File: src/rtl/wb_port_arbiter.sv
// Register-file write-port arbiter.
// The pipeline writeback always owns the register-file port. Results from the
// long-latency unit (mul/div/FPU) are always queued in a small circular buffer
// and drain only in cycles where the pipeline does not write back.
// Buffered entries that a younger pipeline writeback overwrites are marked as
// killed. A killed entry still drains, but it does not write the register file.
// raw_hit reports a pending buffered write that the instruction in ID depends on.
module wb_port_arbiter #(
   parameter int DATA_W = 32,
   parameter int DEPTH  = 2
) (
   input  logic              clk,
   input  logic              reset,
   input  logic              wb_we,
   input  logic [4:0]        wb_rw,
   input  logic [DATA_W-1:0] wb_data,
   input  logic              lo_valid,
   input  logic [4:0]        lo_rw,
   input  logic [DATA_W-1:0] lo_data,
   output logic              lo_ready,
   input  logic [4:0]        id_rs,
   input  logic [4:0]        id_rt,
   output logic              raw_hit,
   output logic              rf_we,
   output logic [4:0]        rf_rw,
   output logic [DATA_W-1:0] rf_data,
   output logic              pend_busy
);

   localparam int PTR_W = (DEPTH > 2) ? 2 : 1;
   localparam int CNT_W = PTR_W + 1;
   localparam logic [PTR_W-1:0] LAST_PTR = PTR_W'(DEPTH - 1);
   localparam logic [CNT_W-1:0] FULL_CNT = CNT_W'(DEPTH);

   // Buffer state. The payload needs no reset because valid bits gate every use of it.
   logic [4:0]        r_rw   [DEPTH];
   logic [DATA_W-1:0] r_data [DEPTH];
   logic [DEPTH-1:0]  r_valid;
   logic [DEPTH-1:0]  r_kill;
   logic [PTR_W-1:0]  r_wptr;
   logic [PTR_W-1:0]  r_rptr;
   logic [CNT_W-1:0]  r_count;

   logic              w_not_empty;
   logic              w_ready;
   logic              w_push;
   logic              w_pop;
   logic [4:0]        w_head_rw;
   logic [DATA_W-1:0] w_head_data;
   logic              w_head_kill;
   logic [DEPTH-1:0]  w_valid_next;
   logic [DEPTH-1:0]  w_kill_next;
   logic [DEPTH-1:0]  w_raw_vec;

   assign w_not_empty = (r_count != '0);
   // Credit depends only on the current count. A pop in the same cycle does not free a slot early.
   assign w_ready     = reset && (r_count < FULL_CNT);
   // A result addressed to r0 is accepted but dropped, because writes to r0 have no effect.
   assign w_push      = lo_valid && w_ready && (lo_rw != 5'd0);
   assign w_pop       = !wb_we && w_not_empty;
   assign w_head_rw   = r_rw[r_rptr];
   assign w_head_data = r_data[r_rptr];
   assign w_head_kill = r_kill[r_rptr];

   generate
      for (genvar gi = 0; gi < DEPTH; gi++) begin : g_entry
         logic w_is_wr;
         logic w_is_rd;
         logic w_waw;
         assign w_is_wr = w_push && (r_wptr == PTR_W'(gi));
         assign w_is_rd = w_pop && (r_rptr == PTR_W'(gi));
         // A pipeline writeback is younger than every buffered entry, so it overrides any matching entry.
         assign w_waw   = wb_we && (wb_rw != 5'd0) && r_valid[gi] && (r_rw[gi] == wb_rw);
         // A newly pushed entry is younger than the current writeback, so it starts with kill cleared.
         assign w_valid_next[gi] = w_is_wr ? 1'b1 : (r_valid[gi] && !w_is_rd);
         assign w_kill_next[gi]  = w_is_wr ? 1'b0 : (r_kill[gi] || w_waw);
         assign w_raw_vec[gi]    = r_valid[gi] && !r_kill[gi] && (r_rw[gi] != 5'd0) &&
                                   ((r_rw[gi] == id_rs) || (r_rw[gi] == id_rt));
      end
   endgenerate

   // Capture the payload of an accepted long-op result into the write slot.
   always_ff @(posedge clk) begin
      if (w_push) begin
         r_rw[r_wptr]   <= lo_rw;
         r_data[r_wptr] <= lo_data;
      end
   end

   // Update the valid and kill bits, the pointers and the occupancy count. Reset clears them at once.
   always_ff @(posedge clk or negedge reset) begin
      if (!reset) begin
         r_valid <= '0;
         r_kill  <= '0;
         r_wptr  <= '0;
         r_rptr  <= '0;
         r_count <= '0;
      end else begin
         r_valid <= w_valid_next;
         r_kill  <= w_kill_next;
         if (w_push) begin
            r_wptr <= (r_wptr == LAST_PTR) ? '0 : r_wptr + PTR_W'(1);
         end
         if (w_pop) begin
            r_rptr <= (r_rptr == LAST_PTR) ? '0 : r_rptr + PTR_W'(1);
         end
         if (w_push && !w_pop) begin
            r_count <= r_count + CNT_W'(1);
         end else if (w_pop && !w_push) begin
            r_count <= r_count - CNT_W'(1);
         end
      end
   end

   // Drive the write port: the pipeline writeback wins, otherwise the buffer head drains.
   always_comb begin
      rf_we     = 1'b0;
      rf_rw     = 5'd0;
      rf_data   = '0;
      lo_ready  = w_ready;
      pend_busy = reset && w_not_empty;
      raw_hit   = reset && (|w_raw_vec);
      if (reset) begin
         if (wb_we) begin
            rf_we   = 1'b1;
            rf_rw   = wb_rw;
            rf_data = wb_data;
         end else if (w_not_empty) begin
            rf_we   = !w_head_kill;
            rf_rw   = w_head_rw;
            rf_data = w_head_data;
         end
      end
   end

endmodule

File: config.mk
export PLATFORM = sky130hd
export DESIGN_NAME = wb_port_arbiter
export DESIGN_NICKNAME = d
export VERILOG_FILES = /design/src/rtl/wb_port_arbiter.sv
export SDC_FILE = /design/constraint.sdc
export NUM_CORES = 1
export LEC_CHECK = 0
export ABC_CLOCK_PERIOD_IN_PS = 2000
export CORE_MARGIN = 3
export CORE_UTILIZATION = 42
export DETAILED_ROUTE_END_ITERATION = 12
export HOLD_SLACK_MARGIN = 0.15
export PLACE_DENSITY = 0.77
export SLEW_MARGIN = 30
export SYNTH_ARGS = -nofsm -noshare
export SYNTH_HDL_FRONTEND = slang
export SYNTH_SLANG_ARGS = --single-unit
File: constraint.sdc
create_clock -name clk -period 2 [get_ports clk]
set_clock_uncertainty 0.15 [all_clocks]
set_input_delay 0.4 -clock clk [delete_from_list [all_inputs] [get_ports clk]]
set_output_delay 0.4 -clock clk [all_outputs]
set_load 0.05 [all_outputs]
==> impl_metrics.ini <==
[status]
status = finished, violations left
violations = negative setup slack

[worst_setup_path]
crit_chain = buf_12, buf_12, mux2_4, a22oi_2, nor2b_4, buf_12
worst_path_most_repeated_cell = buf_12
critPathTopFamily = buffers and inverters
critPathMaxFanout = 6
crit_slowest_cell = dfrtp_2
critPathBufInv = 3
crit_type = reg2out
slowest_delay_ps = 430
worstPathArrival_ps = 1800
critPathRequiredTime_ps = 1450
crit_path_start_kind = register
crit_path_end_kind = output pin

[synthesis]
yosys-top-cells-area = edfxtp_1 55%, mux2_2 10%, a22oi_1 7.3%
synth_area_per_cell_um2 = 13.86
synth-seq-cells = 82
synth_top_area_share_pct = 55.47
yosysMostFrequentCell = edfxtp_1
synth_flop_cell = edfxtp_1
ys_types = 30
yosys_warnings = 0
synthCells = 289
synth_edf_count = 74
ys_async_sr_fraction_pct = 9.756
yosysTopAreaCell = edfxtp_1
syn-num-nets = 378
ys_seq_area_share_pct = 60.46
ys_top_cells_by_count = 74 x edfxtp_1, 39 x a22oi_1, 39 x nor2b_1, 37 x mux2_2, 31 x xor2_1
syn_area_um2 = 4006

[clock_tree]
cts_tree = yes
h-tree-depth = 3
cts_buffers = 9
clk_latency_ps = 350
clockBufferDepth = 2
root_buffer = clkbuf_8
clock_sinks = 82
clk_pin_slew_ps = 80

[placement]
place.gp.congestion = 0.8795
hpwlAfterDp_mm = 7.280
postPlaceCellArea_um2 = 6374
portBuffers = 128

[timing]
worst_slew_pin_slew_ps = 391.9
post-route-period-util_pct = 117.7
timing.fmax_mhz = 424.9
finalSetupViolCount = 39
whs_ps = 291.0
fin_ws_ps = -353.7
post-route-min-period_ps = 2354
maxSlewHeadroom_pct = 73.79
hold_viol = 0
rsz0062_at_grt = yes
final_max_slew_viol_count = 0

[finish]
drive_gt1_share_pct = 51.48
num_antenna_cells = 0
num-nets-final = 556
syn_to_final_growth_pct = 78.92
fin_area_um2 = 7168

[floorplanning]
core.rowCount = 35
core_area_um2 = 9240
ios = 129
fp.dieW_um = 103.7
dieArea_um2 = 10750
initial_utilization_pct = 43.36
die_height_um = 103.7

[power]
leakage_nw = 2.670
power_density_nw_per_um2 = 1017
ir_drop_v = 0.0006096

[routing]
final_antenna_net_count = 0
wl_per_cell_um = 20.49
first_pass_iters = 5
drc_errors = 0
drt_iter0_drc = 171
avgViaCountPerCell = 5.286
wl_mm = 12.31
vias = 3177

[global_route]
grt_usage_pct = 22.83
grt_pass1_vias = 3579
grt_max_degree = 43
antenna_found_initial = 0
grt_pass1_wl_mm = 19.22
overflow = 0

[run]
drv_cap = 0

[worst_hold_path]
worstHoldPathType = in2reg
==> registers in the layout (all words and copies together), names as in the netlist <==
signal,flops
r_kill,2
r_valid,2
r_rptr,1
r_count,2
r_wptr,1
r_rw,10
r_data,64
==> cell families (layout without fill, tap and decap cells) <==
| group | after synthesis | in the layout | share of synthesized area (%) |
|---|---|---|---|
| multiplexers | 37 | 37 | 10.40 |
| adder cells (fa/ha/maj) | 1 | 1 | 0.3123 |
| AND/OR/NAND/NOR | 65 | 66 | 9.744 |
| buffers and inverters | 19 | 201 | 1.968 |
| XOR/XNOR | 35 | 35 | 7.651 |
| AO/OA/AOI/OAI | 50 | 50 | 9.463 |
| flip-flops | 82 | 82 | 60.46 |
==> worst register-to-register path, cell delays in order (launching register included) <==
cell	delay (ps)
dfrtp_2	430
nor2_4	70
nor2_4	160
buf_6	230
buf_4	150
inv_2	50
ha_4	150
xor2_1	130
nor2_1	110
xor2_1	180
==> power breakdown <==
part	internal, W	total, W	leakage, nW	switching [W]
combinational	0.00199	0.00375	1.79	0.00176
clock	0.000702	0.00127	0.107	0.000571
sequential	0.00211	0.00226	0.768	0.000149
==> path summary, 6_finish.rpt <==
| check | startpoint | to | slack, ps | depth (start not counted) |
|---|---|---|---|---|
| min in group asynchronous | reset | r_count[0] | 760 | 3 |
| max in group asynchronous | reset | r_rptr | 630 | 3 |
| worst min-delay path | lo_rw[2] | r_rw[1][2] | 290 | 2 |
| worst max register to register | r_count[0] | r_count[1] | 100 | 9 |
| worst min register to register | r_valid[1] | r_valid[1] | 390 | 1 |
| worst max-delay path | r_rptr | rf_data[21] | -350 | 6 |
==> what timing repair did <==
item / in CTS / in global routing
pin swaps: 30 / 17
gates resized for setup: 73 / 12
gates cloned: 5 / 2
buffers inserted: 12 / 1
hold buffers: 1 / 0
hold endpoints to repair: 8 / 0
endpoints found under the setup margin: 103 / 42
==> metal layers <==
| metal | GRT usage, % | vias to the layer above | wire, um |
|---|---|---|---|
| met5 | 0 | - | 0 |
| met4 | 9.782 | 0 | 330 |
| met3 | 4.922 | 24 | 634 |
| met2 | 41.31 | 125 | 6616 |
| met1 | 25.99 | 1577 | 4730 |
| li1 | - | 1451 | - |
==> stage by stage <==
| step | total power, W | setup TNS [ps] | worst slack [ps] | instances | util [%] |
|---|---|---|---|---|---|
| after floorplan | 0.003879 | -5449 | -146.8 | 289 | - |
| after global placement | 0.005051 | -57610 | -610.5 | 566 | 68.68 |
| after detailed placement | 0.005135 | -50560 | -618.4 | 567 | 68.98 |
| after CTS | 0.007139 | -11510 | -324.7 | 601 | 77.01 |
| after global routing | 0.007541 | -13410 | -389.8 | 601 | 77.58 |
| final | 0.007288 | -11490 | -353.7 | 601 | 77.58 |
==> area by class of cell <==
type / instances / area (um2)
clock inverters: 5 / 78.83
well taps: 129 / 161.4
inverters: 2 / 7.507
clock buffers: 11 / 131.4
flip-flops and latches: 82 / 2426
fillers: 493 / 2072
repair buffers: 183 / 2330
multi-input cells: 189 / 2033
==> layout by cell type (no fill, tap or decap), types with 5 or more instances in the layout <==
cell             count
xor2_1              31
nor2_1               7
clkdlybuf4s50_1     81
clkbuf_8             9
buf_4               34
nor2b_4             32
nor2b_2              8
a22oi_2             37
mux2_2              33
buf_6                7
buf_12              47
edfxtp_1            74
dfrtp_1              5
Power figures use the tool's default switching activity.
